[src/rtl/cordic_iter_param.sv]
// -----------------------------------------------------------------------------
// cordic_iter_param
// Iterative CORDIC engine covering circular, linear and hyperbolic geometry in
// both rotation and vectoring form. Each accepted command preloads x/y/z and
// then runs ITER micro-steps, one per clock. The final values are saturated to
// WIDTH bits and presented with a one-cycle done pulse.
//
// Ports
//   clk            rising-edge clock
//   rst_n          synchronous active-low reset
//   start          command request; only accepted in IDLE
//   mode[2:0]      0 circ-rot, 1 circ-vec, 2 lin-rot, 3 lin-vec,
//                  4 hyp-rot, 5 hyp-vec, 6/7 illegal
//   x_in/y_in/z_in signed Q(WIDTH-FRAC).FRAC operands, z in radians
//   busy           high from the cycle after acceptance until done
//   done           one-cycle completion pulse
//   err            set with done when the mode was illegal
//   ovf            set with done when any result saturated
//   x_out/y_out/z_out  signed results, held until the next completion
// -----------------------------------------------------------------------------
module cordic_iter_param #(
    parameter int WIDTH = 32,
    parameter int FRAC  = 16,
    parameter int ITER  = 16,
    parameter int GUARD = 2
) (
    input  logic                    clk,
    input  logic                    rst_n,
    input  logic                    start,
    input  logic [2:0]              mode,
    input  logic signed [WIDTH-1:0] x_in,
    input  logic signed [WIDTH-1:0] y_in,
    input  logic signed [WIDTH-1:0] z_in,
    output logic                    busy,
    output logic                    done,
    output logic                    err,
    output logic                    ovf,
    output logic signed [WIDTH-1:0] x_out,
    output logic signed [WIDTH-1:0] y_out,
    output logic signed [WIDTH-1:0] z_out
);

    localparam int IW     = WIDTH + GUARD;
    localparam int RND_SH = 32 - FRAC;

    typedef enum logic [1:0] {
        IDLE = 2'd0,
        RUN  = 2'd1,
        FIN  = 2'd2
    } state_t;

    // Geometry is encoded in mode[2:1]; mode[0] selects vectoring.
    localparam logic [1:0] GEO_CIRC = 2'b00;
    localparam logic [1:0] GEO_LIN  = 2'b01;
    localparam logic [1:0] GEO_HYP  = 2'b10;

    // atan(2^-s) scaled by 2^32. For s >= 11 the value rounds to 2^(32-s).
    function automatic logic [63:0] atan_rom32(input logic [4:0] s);
        logic [63:0] v;
        case (s)
            5'd0:    v = 64'd3373259426;
            5'd1:    v = 64'd1991351318;
            5'd2:    v = 64'd1052175346;
            5'd3:    v = 64'd534100635;
            5'd4:    v = 64'd268086748;
            5'd5:    v = 64'd134174063;
            5'd6:    v = 64'd67103403;
            5'd7:    v = 64'd33553749;
            5'd8:    v = 64'd16777131;
            5'd9:    v = 64'd8388597;
            5'd10:   v = 64'd4194303;
            5'd31:   v = 64'd0;
            default: v = 64'd1 << (6'd32 - {1'b0, s});
        endcase
        return v;
    endfunction

    // atanh(2^-s) scaled by 2^32. Entry 0 (atanh(1)) is unbounded and never
    // addressed because hyperbolic shifts start at 1.
    function automatic logic [63:0] atanh_rom32(input logic [4:0] s);
        logic [63:0] v;
        case (s)
            5'd0:    v = 64'd0;
            5'd1:    v = 64'd2359251925;
            5'd2:    v = 64'd1096989674;
            5'd3:    v = 64'd539693625;
            5'd4:    v = 64'd268785803;
            5'd5:    v = 64'd134261444;
            5'd6:    v = 64'd67114326;
            5'd7:    v = 64'd33555115;
            5'd8:    v = 64'd16777301;
            5'd9:    v = 64'd8388619;
            5'd10:   v = 64'd4194305;
            5'd31:   v = 64'd0;
            default: v = 64'd1 << (6'd32 - {1'b0, s});
        endcase
        return v;
    endfunction

    // 2^-s scaled by 2^32.
    function automatic logic [63:0] lin_rom32(input logic [4:0] s);
        logic [63:0] v;
        if (s == 5'd31) begin
            v = 64'd0;
        end else begin
            v = 64'd1 << (6'd32 - {1'b0, s});
        end
        return v;
    endfunction

    // Round-half-up from 32 fraction bits down to FRAC fraction bits.
    function automatic logic [63:0] to_frac(input logic [63:0] v);
        return (v + (64'd1 << (RND_SH - 1))) >> RND_SH;
    endfunction

    // True when the guard bits plus the WIDTH sign bit are not all equal.
    function automatic logic out_of_range(input logic signed [IW-1:0] v);
        logic [GUARD:0] top;
        top = v[IW-1:WIDTH-1];
        return (top != {(GUARD+1){1'b0}}) && (top != {(GUARD+1){1'b1}});
    endfunction

    // Clamp an internal value to the signed WIDTH-bit range.
    function automatic logic signed [WIDTH-1:0] saturate(input logic signed [IW-1:0] v);
        logic signed [WIDTH-1:0] r;
        if (!out_of_range(v)) begin
            r = v[WIDTH-1:0];
        end else if (v[IW-1]) begin
            r = {1'b1, {(WIDTH-1){1'b0}}};
        end else begin
            r = {1'b0, {(WIDTH-1){1'b1}}};
        end
        return r;
    endfunction

    // Constant tables, reduced to FRAC at elaboration. Index 31 is unreachable.
    logic [IW-1:0] e_circ_s [0:31];
    logic [IW-1:0] e_lin_s  [0:31];
    logic [IW-1:0] e_hyp_s  [0:31];

    for (genvar g = 0; g < 32; g++) begin : g_rom
        assign e_circ_s[g] = IW'(to_frac(atan_rom32(5'(g))));
        assign e_lin_s[g]  = IW'(to_frac(lin_rom32(5'(g))));
        assign e_hyp_s[g]  = IW'(to_frac(atanh_rom32(5'(g))));
    end

    state_t               state_r;
    logic [2:0]           mode_r;
    logic                 illegal_r;
    logic signed [IW-1:0] x_r, y_r, z_r;
    logic [4:0]           k_r;
    logic [4:0]           shift_r;
    logic                 rep_r;

    logic signed [IW-1:0] xs_s, ys_s, e_s;
    logic signed [IW-1:0] x_nxt_s, y_nxt_s, z_nxt_s;
    logic                 dir_neg_s;
    logic                 hyp_repeat_s;

    // One CORDIC micro-step computed from the current x/y/z and shift.
    always_comb begin
        xs_s         = x_r >>> shift_r;
        ys_s         = y_r >>> shift_r;
        e_s          = '0;
        dir_neg_s    = 1'b0;
        x_nxt_s      = x_r;
        y_nxt_s      = y_r;
        z_nxt_s      = z_r;
        hyp_repeat_s = 1'b0;

        // Rotation drives z to zero, vectoring drives y to zero.
        if (mode_r[0]) begin
            dir_neg_s = ~y_r[IW-1];
        end else begin
            dir_neg_s = z_r[IW-1];
        end

        case (mode_r[2:1])
            GEO_CIRC: e_s = e_circ_s[shift_r];
            GEO_LIN:  e_s = e_lin_s[shift_r];
            GEO_HYP:  e_s = e_hyp_s[shift_r];
            default:  e_s = '0;
        endcase

        if (dir_neg_s) begin
            y_nxt_s = y_r - xs_s;
            z_nxt_s = z_r + e_s;
        end else begin
            y_nxt_s = y_r + xs_s;
            z_nxt_s = z_r - e_s;
        end

        // x term carries mu: +1 circular, 0 linear, -1 hyperbolic.
        case (mode_r[2:1])
            GEO_CIRC: x_nxt_s = dir_neg_s ? (x_r + ys_s) : (x_r - ys_s);
            GEO_HYP:  x_nxt_s = dir_neg_s ? (x_r - ys_s) : (x_r + ys_s);
            default:  x_nxt_s = x_r;
        endcase

        // Hyperbolic convergence needs shifts 4 and 13 issued twice.
        if ((mode_r[2:1] == GEO_HYP) && !rep_r &&
            ((shift_r == 5'd4) || (shift_r == 5'd13))) begin
            hyp_repeat_s = 1'b1;
        end else begin
            hyp_repeat_s = 1'b0;
        end
    end

    // Control FSM, iteration datapath and registered outputs.
    always_ff @(posedge clk) begin
        if (!rst_n) begin
            state_r   <= IDLE;
            mode_r    <= 3'd0;
            illegal_r <= 1'b0;
            x_r       <= '0;
            y_r       <= '0;
            z_r       <= '0;
            k_r       <= 5'd0;
            shift_r   <= 5'd0;
            rep_r     <= 1'b0;
            busy      <= 1'b0;
            done      <= 1'b0;
            err       <= 1'b0;
            ovf       <= 1'b0;
            x_out     <= '0;
            y_out     <= '0;
            z_out     <= '0;
        end else begin
            case (state_r)
                IDLE: begin
                    done <= 1'b0;
                    if (start) begin
                        mode_r  <= mode;
                        x_r     <= IW'(x_in);
                        y_r     <= IW'(y_in);
                        z_r     <= IW'(z_in);
                        k_r     <= 5'd0;
                        rep_r   <= 1'b0;
                        shift_r <= (mode[2:1] == GEO_HYP) ? 5'd1 : 5'd0;
                        busy    <= 1'b1;
                        if (mode[2:1] == 2'b11) begin
                            illegal_r <= 1'b1;
                            state_r   <= FIN;
                        end else begin
                            illegal_r <= 1'b0;
                            state_r   <= RUN;
                        end
                    end else begin
                        state_r <= IDLE;
                    end
                end
                RUN: begin
                    x_r <= x_nxt_s;
                    y_r <= y_nxt_s;
                    z_r <= z_nxt_s;
                    k_r <= k_r + 5'd1;
                    if (hyp_repeat_s) begin
                        rep_r <= 1'b1;
                    end else begin
                        rep_r   <= 1'b0;
                        shift_r <= shift_r + 5'd1;
                    end
                    if (k_r == 5'(ITER - 1)) begin
                        state_r <= FIN;
                    end else begin
                        state_r <= RUN;
                    end
                end
                FIN: begin
                    done    <= 1'b1;
                    busy    <= 1'b0;
                    err     <= illegal_r;
                    state_r <= IDLE;
                    if (illegal_r) begin
                        ovf   <= 1'b0;
                        x_out <= '0;
                        y_out <= '0;
                        z_out <= '0;
                    end else begin
                        ovf   <= out_of_range(x_r) | out_of_range(y_r) | out_of_range(z_r);
                        x_out <= saturate(x_r);
                        y_out <= saturate(y_r);
                        z_out <= saturate(z_r);
                    end
                end
                default: begin
                    state_r <= IDLE;
                    busy    <= 1'b0;
                    done    <= 1'b0;
                end
            endcase
        end
    end

endmodule

[config.mk]
export PLATFORM = sky130hd
export DESIGN_NAME = cordic_iter_param
export DESIGN_NICKNAME = d
export VERILOG_FILES = /design/src/rtl/cordic_iter_param.sv
export SDC_FILE = /design/constraint.sdc
export NUM_CORES = 1
export LEC_CHECK = 0
export CAP_MARGIN = 40
export CORE_MARGIN = 2
export CORE_UTILIZATION = 24
export CTS_CLUSTER_DIAMETER = 200
export CTS_CLUSTER_SIZE = 28
export DETAILED_ROUTE_END_ITERATION = 8
export SETUP_SLACK_MARGIN = 0.4
export SYNTH_ARGS = -nofsm -noshare
export SYNTH_HDL_FRONTEND = slang
export SYNTH_SLANG_ARGS = --single-unit
export TNS_END_PERCENT = 100
[constraint.sdc]
create_clock -name clk -period 11.5 [get_ports clk]
set_clock_uncertainty 0.15 [all_clocks]
set_input_delay 2.875 -clock clk [delete_from_list [all_inputs] [get_ports clk]]
set_output_delay 2.875 -clock clk [all_outputs]
set_load 0.01 [all_outputs]
==> qor.yml <==
sta:
  tightest_slew_ns: 0.917
  tns_ns: 0
  fin_crit_sh_pct: 67.2
  slew_headroom_pct: 38.9
  fmax_ghz: 0.129
  drv_slew: 0
  setup_viol: 0
  finalHoldViolCount: 0
  rsz0062_at_grt: "false"
  period_needed_ns: 7.72
logic_synthesis:
  syn_area_per_cell_um2: 7.46
  yosysMostFrequentCell: "nand2_1"
  ys_seq_area_share_pct: 20.6
  post_synth_num_cell_types: 89
  ys_seq_elements: 219
  synthCells: 2856
  netlist_area_um2: 21300
  synth_top_cell_by_area: "dfxtp_1"
  synth_edf_count: 0
  ys_top_cells_by_count: "381 x nand2_1, 363 x a21oi_1, 257 x o21ai_0"
  ys.flop_type: "dfxtp_1"
  yosys-top-cells-area: "dfxtp_1 21%, ha_1 8.6%, a21oi_1 8.5%"
  syn_nets: 3109
  ys_warn_count: 0
  synth-async-reset-ratio_pct: 0
  netlist.area_leader.share_pct: 20.6
floorplan:
  die_area_um2: 91200
  rows: 109
  die_h_um: 302
  core_area_um2: 88200
  die_w_um: 302
  pin_count: 202
  initial_core_util_pct: 24.2
drt:
  drc: 0
  drtAntennaViolNets: 0
  post_drt_wl_per_cell_um: 19.6
  vias: 21300
  drt_iter0_drc: 1764
  dr.pass1.iters: 8
  wirelength_um: 79500
  vias_per_cell: 5.26
clock_tree:
  cts_setup_buffers: 0
  cts_hold_buffers: 0
  cts_tree: "done"
  numClockSinks: 219
  h-tree-depth: 1
  clk-insertion-delay-late_ns: 0.53
  clockRootBuffer: "clkbuf_16"
  cts_buffer_depth: 3
  ctsResizeCount: 0
  numCtsBuffers: 11
  path_clk_slew_ns: 0.12
critical_path:
  start_kind: "register"
  reg2reg_setup_slack_ns: 3.78
  end_kind: "register"
  r2r_end: "y_r[33]"
  crit_fanout: 53
  startpoint: "shift_r[0]"
  arrival_ns: 7.98
  r2r-start: "shift_r[0]"
  required_ns: 11.75
  crit_end: "y_r[33]"
  crit_type: "register to register"
  reg2reg_depth: 23
finish:
  area_growth_pct: 15.3
  fin_cells: 4054
  drive_above_1_share_pct: 6.03
  nets: 3141
worst_hold_path:
  hold_path.class: "register to register"
place:
  placedCellCount: 4040
  gp_congestion: 0.931
  port_buffers: 201
  dpl.hpwl_um: 60100
grt:
  grt_overflow: 0
  grt_pass1_wl_um: 121000
  grt_antenna_before_repair: 15
  grt_max_degree: 106
  track_usage_pct: 16.8
  first_global_vias: 20000
pwr:
  p_leak_nw: 9.45
  ir_drop_mv: 0.0830
  power_density_nw_per_um2: 163
run_status:
  status: "finished clean"
run:
  cap_violations: 0
how the worst min path moves through the flow:
stage               cells after the start       from   endpoint
finish                                  2   y_out[1]   y_out[1]
global route                            2   y_out[1]   y_out[1]
CTS                                     2  z_out[19]  z_out[19]
detailed placement                      2      rep_r      rep_r
global placement                        2  z_out[29]  z_out[29]
floorplan                               2      rep_r      rep_r
placed cells by master (no fill, tap or decap), types with 25 or more instances in the layout:
cell type | Yosys | routed
a21o_1 | 43 | 43
o21a_1 | 28 | 28
nand2b_1 | 30 | 28
inv_1 | 97 | 95
xnor2_1 | 89 | 87
nor2_1 | 245 | 241
nand3_1 | 51 | 51
a31oi_1 | 31 | 31
nor3_1 | 32 | 32
a211oi_1 | 52 | 49
ha_1 | 147 | 147
o211ai_1 | 28 | 28
a311oi_1 | 40 | 40
clkdlybuf4s50_1 | 0 | 200
mux2i_1 | 80 | 80
a21oi_1 | 363 | 361
mux2_2 | 25 | 25
buf_4 | 7 | 31
nor2b_1 | 32 | 31
xor2_1 | 48 | 48
mux4_2 | 54 | 54
o21ai_0 | 257 | 257
nand2_1 | 381 | 381
dfxtp_1 | 219 | 214
layer usage:
metal	wire length (um)	track usage, %
met1	35400	22.3
met2	37000	27.7
met3	4850	3.08
met4	2160	4.81
met5	148	0
critical path, stage by stage (launching register included):
cell	delay, ns
dfxtp_4	0.51
buf_4	0.65
inv_1	0.28
buf_4	0.34
mux4_2	0.40
o22ai_1	0.08
a211oi_1	0.71
nand4b_1	0.36
nor2b_1	0.22
nand4_1	0.20
o21ai_0	0.28
xor2_1	0.23
ha_1	0.32
and3_1	0.23
and2_1	0.19
a221oi_1	0.33
o211ai_1	0.25
a31oi_1	0.42
o21ai_0	0.20
a221oi_1	0.41
o21ai_0	0.19
xnor2_1	0.15
a222oi_1	0.33
nor2_1	0.07
cells by family (layout without fill, tap and decap cells):
| kind of cell | count (synthesis) | after routing | synth area share (%) |
|---|---|---|---|
| buffers and inverters | 316 | 347 | 6.13 |
| other | 0 | 2 | 0 |
| AO/OA/AOI/OAI | 994 | 994 | 28.6 |
| flip-flops | 219 | 219 | 20.6 |
| adder cells (fa/ha/maj) | 151 | 151 | 9.00 |
| multiplexers | 169 | 169 | 12.0 |
| XOR/XNOR | 137 | 137 | 5.63 |
| AND/OR/NAND/NOR | 870 | 870 | 18.1 |
flip-flops by register name (all words and copies together), names as in the netlist:
name / flops
done: 1
k_r: 5
y_out: 32
z_out: 32
z_r: 34
shift_r: 5
ovf: 1
illegal_r: 1
err: 1
busy: 1
mode_r: 3
state_r: 2
rep_r: 1
x_out: 32
y_r: 34
x_r: 34
cell type report:
class	instances	area (um2)
well taps	1165	1460
fillers	9585	63700
multi-input cells	2321	15700
clock buffers	11	275
clock inverters	1	6.26
inverters	98	373
repair buffers	237	2340
flip-flops and latches	219	4400
diodes	2	5.00
report_power, final:
part | leakage, nW | switching (mW) | internal [mW] | total [mW]
logic | 7.51 | 1.50 | 1.05 | 2.54
clock network | 0.140 | 0.284 | 0.176 | 0.461
registers | 1.80 | 0.166 | 0.833 | 0.999
total | 9.45 | 1.95 | 2.05 | 4.00
per-stage QoR:
step | utilization, % | hold slack [ns] | setup slack (ns) | instance area, um2 | total power [mW]
floorplan | - | 0.281 | 5.39 | 21300 | 2.85
global placement | 27.4 | 0.289 | 3.83 | 24200 | 3.51
detailed placement | 27.5 | 0.293 | 3.93 | 24300 | 3.52
CTS | 27.8 | 0.310 | 3.92 | 24600 | 4.00
global route | 27.8 | 0.326 | 3.24 | 24600 | 4.33
finish | 27.8 | 0.307 | 3.78 | 24600 | 4.00
(Power assumes the default switching activity.)
